## config.mk

```make
export PLATFORM = sky130hd
export DESIGN_NAME = muldiv_32_flat
export DESIGN_NICKNAME = d
export VERILOG_FILES = /design/src/rtl/muldiv_32_pkg.sv /design/src/rtl/muldiv_32_if.sv /design/src/rtl/muldiv_32_negate.sv /design/src/rtl/muldiv_32.sv /design/src/flat_wrapper.sv
export SDC_FILE = /design/constraint.sdc
export NUM_CORES = 1
export LEC_CHECK = 0
export ABC_AREA = 0
export CAP_MARGIN = 40
export CORE_UTILIZATION = 25
export DETAILED_ROUTE_END_ITERATION = 10
export MAX_ROUTING_LAYER = met4
export SETUP_SLACK_MARGIN = 0.5
export SLEW_MARGIN = 20
export SYNTH_ARGS = -nofsm -noshare
export SYNTH_HDL_FRONTEND = slang
export SYNTH_SLANG_ARGS = --single-unit
```

## constraint.sdc

```tcl
create_clock -name clk -period 4.9 [get_ports clk]
set_clock_uncertainty 0.05 [all_clocks]
set_input_delay 1.225 -clock clk [delete_from_list [all_inputs] [get_ports clk]]
set_output_delay 1.225 -clock clk [all_outputs]
set_load 0.02 [all_outputs]
```

## src/rtl/muldiv_32_pkg.sv

```systemverilog
// Shared opcode, state and iteration-count definitions for the multiply/divide unit.
package muldiv_32_pkg;

  typedef enum logic [1:0] {
    MD_MULT  = 2'b00,
    MD_MULTU = 2'b01,
    MD_DIV   = 2'b10,
    MD_DIVU  = 2'b11
  } md_op_e;

  typedef enum logic [1:0] {
    MD_IDLE,
    MD_RUN,
    MD_FIX
  } md_state_e;

  localparam int unsigned MD_ITERS     = 32;
  localparam logic [4:0]  MD_LAST_ITER = 5'(MD_ITERS - 1);

  function automatic logic op_is_signed(md_op_e op);
    return (op == MD_MULT) || (op == MD_DIV);
  endfunction

  function automatic logic op_is_div(md_op_e op);
    return (op == MD_DIV) || (op == MD_DIVU);
  endfunction

endpackage

```

## src/rtl/muldiv_32_if.sv

```systemverilog
// Operand/command and HI/LO result bundle between execute-stage control and muldiv_32.
interface muldiv_32_if #(
  parameter int unsigned XLEN = 32
) ();
  import muldiv_32_pkg::*;

  logic [XLEN-1:0] a;
  logic [XLEN-1:0] b;
  md_op_e          op;
  logic            start;
  logic            mthi;
  logic            mtlo;
  logic [XLEN-1:0] hi;
  logic [XLEN-1:0] lo;
  logic            busy;
  logic            done;
  logic            div_by_zero;

  modport master (
    output a, b, op, start, mthi, mtlo,
    input  hi, lo, busy, done, div_by_zero
  );

  modport slave (
    input  a, b, op, start, mthi, mtlo,
    output hi, lo, busy, done, div_by_zero
  );

endinterface

```

## src/rtl/muldiv_32_negate.sv

```systemverilog
// 32-bit complement-and-increment; carry_in=1 gives a plain two's-complement negate,
// carry_in from a lower half chains two instances into a wider negate.
module negate_32 (
  input  logic [31:0] value,
  input  logic        carry_in,
  output logic [31:0] result
);

  assign result = ~value + {31'd0, carry_in};

endmodule

```

## src/rtl/muldiv_32.sv

```systemverilog
// Iterative 32-bit multiply/divide unit with HI/LO registers (mult, multu, div, divu, mthi, mtlo).
module muldiv_32
  import muldiv_32_pkg::*;
#(
  parameter int unsigned XLEN = 32
) (
  input  logic        clk,
  input  logic        reset,
  muldiv_32_if.slave  bus
);

  md_state_e       state_q, state_d;
  logic [4:0]      iter_q;
  md_op_e          op_q;
  logic            sign_a_q, sign_q_q, b_zero_q;
  logic [XLEN-1:0] a_raw_q, opa_q, opb_q;
  logic [XLEN-1:0] acc_hi_q, acc_lo_q;
  logic [XLEN-1:0] hi_q, lo_q;
  logic            done_q, dbz_q;

  logic            busy, load, step, fix, move;
  logic            signed_op;
  logic [XLEN-1:0] neg_a, neg_b, abs_a, abs_b;
  logic [XLEN-1:0] neg_lo, neg_hi;
  logic            hi_carry;
  logic [XLEN:0]   add_sum;
  logic [XLEN:0]   shifted;
  logic            take;
  logic [XLEN-1:0] sub_diff;
  logic [XLEN-1:0] fix_hi, fix_lo;

  // Operand magnitudes for signed ops
  assign signed_op = op_is_signed(bus.op);

  negate_32 u_neg_a (.value(bus.a), .carry_in(1'b1), .result(neg_a));
  negate_32 u_neg_b (.value(bus.b), .carry_in(1'b1), .result(neg_b));

  assign abs_a = (signed_op && bus.a[XLEN-1]) ? neg_a : bus.a;
  assign abs_b = (signed_op && bus.b[XLEN-1]) ? neg_b : bus.b;

  // Result sign fix: the low instance negates LO/quotient; the high instance
  // negates HI/remainder, taking the borrow from the low half for a 64-bit product
  assign hi_carry = op_is_div(op_q) ? 1'b1 : (acc_lo_q == '0);

  negate_32 u_neg_lo (.value(acc_lo_q), .carry_in(1'b1),     .result(neg_lo));
  negate_32 u_neg_hi (.value(acc_hi_q), .carry_in(hi_carry), .result(neg_hi));

  // Shift-add step (LSB first) and restoring trial subtract (MSB first)
  assign add_sum  = {1'b0, acc_hi_q} + (acc_lo_q[0] ? {1'b0, opa_q} : '0);
  assign shifted  = {acc_hi_q, acc_lo_q[XLEN-1]};
  assign take     = (shifted >= {1'b0, opb_q});
  assign sub_diff = shifted[XLEN-1:0] - opb_q;

  // Final HI/LO values written in FIX
  always_comb begin
    fix_hi = acc_hi_q;
    fix_lo = acc_lo_q;
    if (op_is_div(op_q)) begin
      if (b_zero_q) begin
        fix_hi = a_raw_q;
        fix_lo = '1;
      end else begin
        fix_hi = sign_a_q ? neg_hi : acc_hi_q;
        fix_lo = sign_q_q ? neg_lo : acc_lo_q;
      end
    end else if (sign_q_q) begin
      fix_hi = neg_hi;
      fix_lo = neg_lo;
    end
  end

  // State register
  always_ff @(posedge clk) begin
    if (reset) state_q <= MD_IDLE;
    else       state_q <= state_d;
  end

  // Next-state logic
  always_comb begin
    state_d = state_q;
    unique case (state_q)
      MD_IDLE: if (bus.start) state_d = MD_RUN;
      MD_RUN:  if (iter_q == MD_LAST_ITER) state_d = MD_FIX;
      MD_FIX:  state_d = MD_IDLE;
      default: state_d = MD_IDLE;
    endcase
  end

  // State decode into datapath strobes and busy
  always_comb begin
    busy = 1'b0;
    load = 1'b0;
    step = 1'b0;
    fix  = 1'b0;
    move = 1'b0;
    unique case (state_q)
      MD_IDLE: begin
        load = bus.start;
        move = !bus.start;
      end
      MD_RUN: begin
        busy = 1'b1;
        step = 1'b1;
      end
      MD_FIX: begin
        busy = 1'b1;
        fix  = 1'b1;
      end
      default: ;
    endcase
  end

  // Operand latch, iteration datapath and HI/LO registers
  always_ff @(posedge clk) begin
    if (reset) begin
      iter_q   <= '0;
      op_q     <= MD_MULT;
      sign_a_q <= 1'b0;
      sign_q_q <= 1'b0;
      b_zero_q <= 1'b0;
      a_raw_q  <= '0;
      opa_q    <= '0;
      opb_q    <= '0;
      acc_hi_q <= '0;
      acc_lo_q <= '0;
      hi_q     <= '0;
      lo_q     <= '0;
      done_q   <= 1'b0;
      dbz_q    <= 1'b0;
    end else begin
      done_q <= fix;
      dbz_q  <= fix && op_is_div(op_q) && b_zero_q;
      if (load) begin
        iter_q   <= '0;
        op_q     <= bus.op;
        sign_a_q <= signed_op && bus.a[XLEN-1];
        sign_q_q <= signed_op && (bus.a[XLEN-1] ^ bus.b[XLEN-1]);
        b_zero_q <= (bus.b == '0);
        a_raw_q  <= bus.a;
        opa_q    <= abs_a;
        opb_q    <= abs_b;
        acc_hi_q <= '0;
        acc_lo_q <= op_is_div(bus.op) ? abs_a : abs_b;
      end
      if (step) begin
        iter_q <= iter_q + 5'd1;
        if (op_is_div(op_q)) begin
          acc_hi_q <= take ? sub_diff : shifted[XLEN-1:0];
          acc_lo_q <= {acc_lo_q[XLEN-2:0], take};
        end else begin
          acc_hi_q <= add_sum[XLEN:1];
          acc_lo_q <= {add_sum[0], acc_lo_q[XLEN-1:1]};
        end
      end
      if (fix) begin
        hi_q <= fix_hi;
        lo_q <= fix_lo;
      end
      if (move) begin
        if (bus.mthi) hi_q <= bus.a;
        if (bus.mtlo) lo_q <= bus.a;
      end
    end
  end

  assign bus.hi          = hi_q;
  assign bus.lo          = lo_q;
  assign bus.busy        = busy;
  assign bus.done        = done_q;
  assign bus.div_by_zero = dbz_q;

endmodule

```

## src/flat_wrapper.sv

```systemverilog
// flat-port wrapper written by rule: the top's interface ports become plain ports
module muldiv_32_flat import muldiv_32_pkg::*;
#(
  parameter int unsigned XLEN = 32
)
  (clk, reset, bus_a, bus_b, bus_op, bus_start, bus_mthi, bus_mtlo, bus_hi, bus_lo, bus_busy, bus_done, bus_div_by_zero);
  muldiv_32_if #(.XLEN(XLEN)) bus_i ();
  input  logic clk;
  input  logic reset;
  input wire logic [$bits(bus_i.a)-1:0] bus_a;
  input wire logic [$bits(bus_i.b)-1:0] bus_b;
  input wire logic [$bits(bus_i.op)-1:0] bus_op;
  input wire logic [$bits(bus_i.start)-1:0] bus_start;
  input wire logic [$bits(bus_i.mthi)-1:0] bus_mthi;
  input wire logic [$bits(bus_i.mtlo)-1:0] bus_mtlo;
  output wire logic [$bits(bus_i.hi)-1:0] bus_hi;
  output wire logic [$bits(bus_i.lo)-1:0] bus_lo;
  output wire logic [$bits(bus_i.busy)-1:0] bus_busy;
  output wire logic [$bits(bus_i.done)-1:0] bus_done;
  output wire logic [$bits(bus_i.div_by_zero)-1:0] bus_div_by_zero;
  assign bus_i.a = bus_a;
  assign bus_i.b = bus_b;
  assign bus_i.op = bus_op;
  assign bus_i.start = bus_start;
  assign bus_i.mthi = bus_mthi;
  assign bus_i.mtlo = bus_mtlo;
  assign bus_hi = bus_i.hi;
  assign bus_lo = bus_i.lo;
  assign bus_busy = bus_i.busy;
  assign bus_done = bus_i.done;
  assign bus_div_by_zero = bus_i.div_by_zero;
  muldiv_32 #(.XLEN(XLEN)) u_core (.clk(clk), .reset(reset), .bus(bus_i));
endmodule
```

## Word-level counts from Yosys, hierarchy flattened

Index checks and enable logic that the tools add are counted.

| cells by class | value |
|---|---|
| reduce and logical (&&, ||, !) cells | 16 |
| mux-type cells | 35 |
| $add $sub $neg | 7 |
| shift-type cells | 0 |
| $lt $le $gt $ge | 1 |
| eq/ne operators | 9 |
| bitwise operators | 5 |
| multipliers | 0 |
| divide/modulo/power cells | 0 |

Operators by type and width:

| operator | count |
|---|---|
| two-way mux 32 bit | 24 |
| inverter 32 bit | 4 |
| adder 32 x 1 -> 32 bit (second input constant) | 3 |
| logical NOT 32 bit | 2 |
| adder 32 x 33 -> 33 bit | 1 |
| >= comparator 33 x 32 -> 1 bit | 1 |
| adder 32 x 1 -> 32 bit | 1 |
| subtractor 32 bit | 1 |
| == test 2 bit (second input constant) | 5 |
| two-way mux 5 bit | 2 |
| two-way mux 1 bit | 6 |
| adder 5 x 1 -> 5 bit (second input constant) | 1 |
| == test 5 bit (second input constant) | 1 |
| logical AND 1 bit | 5 |
| logical NOT 2 bit | 2 |
| two-way mux 2 bit | 2 |
| one-hot mux 2 bit (2 select lines) | 1 |
| logical OR 1 bit | 3 |
| == test 2 x 1 -> 1 bit (second input constant) | 1 |
| != test 2 x 1 -> 1 bit (second input constant) | 1 |
| != test 2 bit (second input constant) | 1 |
| AND reduction 2 bit | 1 |
| nonzero test 2 bit | 1 |
| OR reduction 2 bit | 1 |
| 2 further kinds | 2 |

| storage, ports and cells | value |
|---|---|
| RAM bits | 0 |
| bits in latches | 0 |
| memories | 0 |
| input bits | 71 |
| ROM bits | 0 |
| output and inout bits | 67 |
| word-level logic and storage cells | 88 |
| bits in registers | 238 |

## Depth between registers and ports, before layout

| depth | value |
|---|---|
| depth after elaboration | 10 |
| mapped depth | 20 |
| mapped depth without buffers | 16 |

## Hierarchy

Synthesis repeated with hierarchy kept, for this count alone.

| second synthesis, totals | value |
|---|---|
| cells, all modules | 2,437 |
| area total of the unflattened synthesis | 19,075.8 um^2 |

Modules (own cells, without submodules):

| module | sequential area each (um^2) | area an instance (um^2) | instances | cells an instance |
|---|---|---|---|---|
| muldiv_32 | 4,744.6 | 16,308.1 | 1 | 2,057 |
| negate_32 | 0.0 | 691.9 | 4 | 95 |

## Worst setup path after synthesis

No wires, ideal clock.

| path | value |
|---|---|
| path kind | register -> register |
| start | register u_core.acc_lo_q[8] |
| end | register u_core.hi_q[24], in the netlist u_core.bus.hi[24] |
| data required time | 4,771 ps |
| clock period less this slack | 4,884 ps |
| arrival time | 4,755 ps |
| buffers on the path | 3 |
| cell stages (with the launch flop) | 19 |
| slack | 16 ps |
| setup time | 79 ps |
| cells stage by stage | dfxtp_1 -> buf_2 -> or4_4 -> nor4_4 -> nand4_1 -> or3_1 -> or4_1 -> o41ai_1 -> ha_1 -> or2b_1 -> buf_2 -> or4_4 -> buf_6 -> or4_4 -> nor2_4 -> o21ai_1 -> o311ai_1 -> o211ai_1 -> a211oi_2 |

| on the way | value |
|---|---|
| word-level cells in the longest chain between the ends | 9 |
| elaborated cells on any way between the ends | 10 |
| those cells by class | add/sub (1); mux (8); reduce/logical (1) |

RTL lines:

| what | RTL line | text |
|---|---|---|
| start, declared | muldiv_32.sv:17 | `logic [XLEN-1:0] acc_hi_q, acc_lo_q;` |
| start signal, assigned | muldiv_32.sv:143 | `acc_lo_q <= op_is_div(bus.op) ? abs_a : abs_b;` |
| start signal, assigned | muldiv_32.sv:149 | `acc_lo_q <= {acc_lo_q[XLEN-2:0], take};` |
| start signal, assigned | muldiv_32.sv:152 | `acc_lo_q <= {add_sum[0], acc_lo_q[XLEN-1:1]};` |
| logical NOT 32 bit * | muldiv_32.sv:43 | `assign hi_carry = op_is_div(op_q) ? 1'b1 : (acc_lo_q == '0);` |
| two-way mux 1 bit * | muldiv_32.sv:43 |  |
| adder 32 x 1 -> 32 bit * | muldiv_32_negate.sv:9 | `assign result = ~value + {31'd0, carry_in};` |
| two-way mux 32 bit | muldiv_32.sv:63 | `fix_hi = sign_a_q ? neg_hi : acc_hi_q;` |
| two-way mux 32 bit | muldiv_32.sv:59 | `if (b_zero_q) begin` |
| two-way mux 32 bit * | muldiv_32.sv:58 | `if (op_is_div(op_q)) begin` |
| two-way mux 32 bit * | muldiv_32.sv:155 | `if (fix) begin` |
| two-way mux 32 bit | muldiv_32.sv:160 | `if (bus.mthi) hi_q <= bus.a;` |
| two-way mux 32 bit * | muldiv_32.sv:159 | `if (move) begin` |
| end signal, assigned | muldiv_32.sv:156 | `hi_q <= fix_hi;` |
| end signal, assigned | muldiv_32.sv:160 |  |
| end, declared | muldiv_32.sv:18 | `logic [XLEN-1:0] hi_q, lo_q;` |

Every way passes the cells marked *; elsewhere a longest branch is shown, timed or not.
A chain may end at the register's enable or synchronous reset.

## Final worst setup path

| path | value |
|---|---|
| start | register u_core.acc_lo_q[14] |
| end | register u_core.hi_q[24], in the netlist u_core.bus.hi[24] |

The elaborated chain is that of the path after synthesis.

==> key figures <==
Synth
  – Area leader, netlist: dfxtp_1
  – EDFF count, synth: 0
  – Synth async-reset ratio: 0%
  – Post-Syn Nets: 2483
  – Post-synthesis register bit count: 236
  – Post-Synthesis Cells: 2335
  – Main synth FF type: dfxtp_1
  – Synth warn: 0
  – Top area cells in the synthesized netlist: dfxtp_1 (27%), a21oi_1 (5.7%), ha_1 (5.3%), nand2_1 (5.3%), a211oi_1 (5.0%)
  – Syn_area_per_cell: 7.582 um2
  – Seq/Total Area, Yosys: 26.69%
  – Count of cell types in the netlist: 89
  – Mapped Area: 17700 um2
  – Post-synth top area share: 26.69%

Clock tree
  – CTS Hold Buffers Added: 0
  – CTS tree: done
  – CTS buffer count: 29
  – Clk_lat worst skew: 590 ps
  – Clk slew on worst S/H paths: 60 ps
  – Htree depth: 1
  – Root Driver: clkbuf_16
  – Clock Path Buffers: 3
  – Clock sink count: 236

Worst setup path
  – Crit path cell chain: or4_4, nor4_4, nand4_1, or3_4, or4_4, o41ai_4, ha_2, or2b_4, or4_4, or4_4, nor2_4, o21ai_1, o311ai_1, o211ai_1, a211oi_2
  – Crit path to: u_core.bus.hi[24]
  – CP startpoint: u_core.acc_lo_q[14]
  – Buffer and inverter count on the worst path: 0
  – WP data arrival: 5290 ps
  – Type of origin of the critical path: flop
  – CP peak stage delay: 570 ps
  – Reg-to-reg slack, setup: 60 ps
  – CP max FO: 5
  – CP max-delay cell: or4_4
  – WP data required: 5360 ps
  – R2R cell count: 15
  – CP top delay family: simple AND/OR/NAND/NOR gates
  – Crit path depth: 15
  – Worst R2R Start: u_core.acc_lo_q[14]
  – CP endpoint kind: flop
  – Reg2Reg Capture Point: u_core.bus.hi[24]
  – Crit Path Class: flop to flop
  – Most frequent CP cell: or4_4

Run
  – Max-cap violation count: 0

Detailed routing
  – DR DRC count: 0
  – Drt via density: 5.408
  – Routed WL per cell: 21.20 um
  – Routed vias: 18510
  – DRT Pass-1 Iters: 5
  – Final ANT Viol Nets: 0
  – 1st-iter DRT viols: 1875
  – Post-Route WL: 72.57 mm

Finish
  – Fill cell count: 7508
  – Fraction of layout instances using a drive strength above 1: 11.24%
  – Multi-input gate area: 12060 um2
  – Synth-to-layout area growth: 23.75%
  – # nets final: 2608
  – Cell area after layout: 21910 um2
  – Register area: 4731 um2
  – Final core utilization: 31.29%

Timing
  – Slew Viols, Final: 0
  – Final setup fails: 0
  – Post-layout min period: 4835 ps
  – Final worst-path cycle share: 98.68%
  – Final Hold Fails: 0
  – Least-Margin Pin Slew: 947.2 ps
  – Fmax: 206.8 MHz
  – Slew margin rel.: 36.19%
  – RSZ-0062 raised after global routing: true

Min path
  – Hold Crit Class: flop to flop

Floorplanning
  – Initial Util: 25.28%
  – Die area: 71880 um2
  – Chip Width: 268.1 um
  – Core Region: 70030 um2
  – Die height: 268.1 um
  – Row cnt: 97
  – Ports: 138

Power
  – Worst VDD drop: 0.0002755 V
  – Power per cell area: 312.2 nW/um2
  – Lkg Pwr: 0.008116 uW

GRT
  – Initial antenna violation count: 1
  – Met2 usage: 30.53%
  – Gr ovfl total: 0
  – M3 GR Usage: 2.740%
  – Met1 usage: 26.49%
  – Largest net degree at the start of global routing: 141
  – Vias in the first global route: 17020
  – GRT Total Usage: 20.00%
  – GR peak layer: met2
  – First-pass GRT wire length: 107.6 mm

Outcome
  – Status: finished, final reports clean

Placement
  – Final GP Congestion: 0.9749
  – HPWL after DPL: 54.43 mm
  – I/O Buffers: 137
  – Area after DPL: 20290 um2
==> logic make-up (layout without fill, tap and decap cells) <==
family,Yosys count,after routing,synth area share [%]
compound gates,761,761,28.59
simple gates,762,762,20.46
mux,74,74,4.212
xor+xnor,160,160,7.916
buf+inv,265,412,6.608
other cells,0,1,0
flops,236,236,26.69
fa+ha+maj,77,77,5.527
==> what timing repair did <==
item,in CTS,in global routing
endpoints found under the setup margin,18,26
pin swaps,22,40
buffers inserted,30,7
resized for setup,16,58
==> worst register-to-register path: stages (launching register included) <==
cell      delay, ps
dfxtp_2         320
or4_4           540
nor4_4          240
nand4_1         210
or3_4           390
or4_4           440
o41ai_4         310
ha_2            250
or2b_4          280
or4_4           540
or4_4           570
nor2_4          110
o21ai_1          60
o311ai_1        110
o211ai_1        150
a211oi_2        210
==> registers in the layout, indices dropped and copies added (netlist names), 2 cells and up <==
name,flops
u_core.acc_lo_q,32
u_core.opa_q,32
u_core.iter_q,5
u_core.opb_q,32
u_core.a_raw_q,31
u_core.acc_hi_q,32
u_core.bus.lo,32
u_core.bus.hi,32
u_core.state_q,2
==> worst min-delay path by stage <==
stage                             startpoint                  to  cells past startpoint
after global placement    u_core.a_raw_q[17]  u_core.a_raw_q[17]                      2
after CTS                 u_core.a_raw_q[17]  u_core.a_raw_q[17]                      2
after floorplan             u_core.opa_q[24]    u_core.opa_q[24]                      2
after detailed placement  u_core.a_raw_q[17]  u_core.a_raw_q[17]                      2
after global routing      u_core.a_raw_q[15]  u_core.a_raw_q[15]                      2
final                     u_core.a_raw_q[17]  u_core.a_raw_q[17]                      2
==> routing by layer <==
layer / vias up / share of wire [%]
met2: 742 / 45
met3: 158 / 7.3
met1: 8832 / 43
li1: 8778 / -
met5: - / 0
met4: 0 / 4.5
==> synthesized netlist by cell type, drive strengths merged, types with 30 or more instances <==
library cell / instances
nand2: 251
dfxtp: 236
nor2: 223
a21oi: 200
clkbuf: 158
o21ai: 140
a211oi: 120
xnor2: 89
ha: 75
inv: 74
xor2: 71
mux2i: 70
and2: 55
o211ai: 48
nand3: 36
nor3: 36
a221oi: 35
buf: 31
nor4: 31
o31ai: 30
==> through the flow <==
stage | worst slack, ps | hold WS, ps | power (uW) | TNS, ps | cells
floorplan | 207.6 | 381.7 | 3637 | 0 | 2335
global route | -110.2 | 419.5 | 7120 | -382.8 | 3423
global placement | 97.32 | 389.4 | 4390 | 0 | 3326
detailed placement | 87.11 | 395.8 | 4396 | 0 | 3330
finish | 64.68 | 400.5 | 6839 | 0 | 3423
CTS | 268.0 | 404.3 | 6762 | 0 | 3413
==> layout by cell type, fill, tap and decap left out, types with 35 or more instances in the layout <==
master             n
a211oi_1         115
a21oi_1          197
and2_1            54
buf_4            111
clkdlybuf4s50_1  135
dfxtp_1          233
ha_1              71
inv_1             74
mux2i_1           70
nand2_1          248
nand3_1           35
nor2_1           220
o211ai_1          48
o21ai_0          127
xnor2_1           89
xor2_1            70
==> area by class of cell <==
type                    instances  share of cell area [%]
multi-input cells            1834                   55.06
flip-flops and latches        236                   21.59
repair buffers                283                   12.00
well taps                     940                   5.368
clock buffers                  43                   3.918
inverters                      76                   1.302
clock inverters                10                  0.7481
diodes                          1                 0.01142
==> where the power goes <==
group / switching [uW] / internal, uW / leakage, uW
sequential: 164 / 2100 / 0.00194
combinational: 1350 / 874 / 0.00568
clock: 928 / 1420 / 0.000500
No activity file was read; power rests on OpenSTA's default activity.
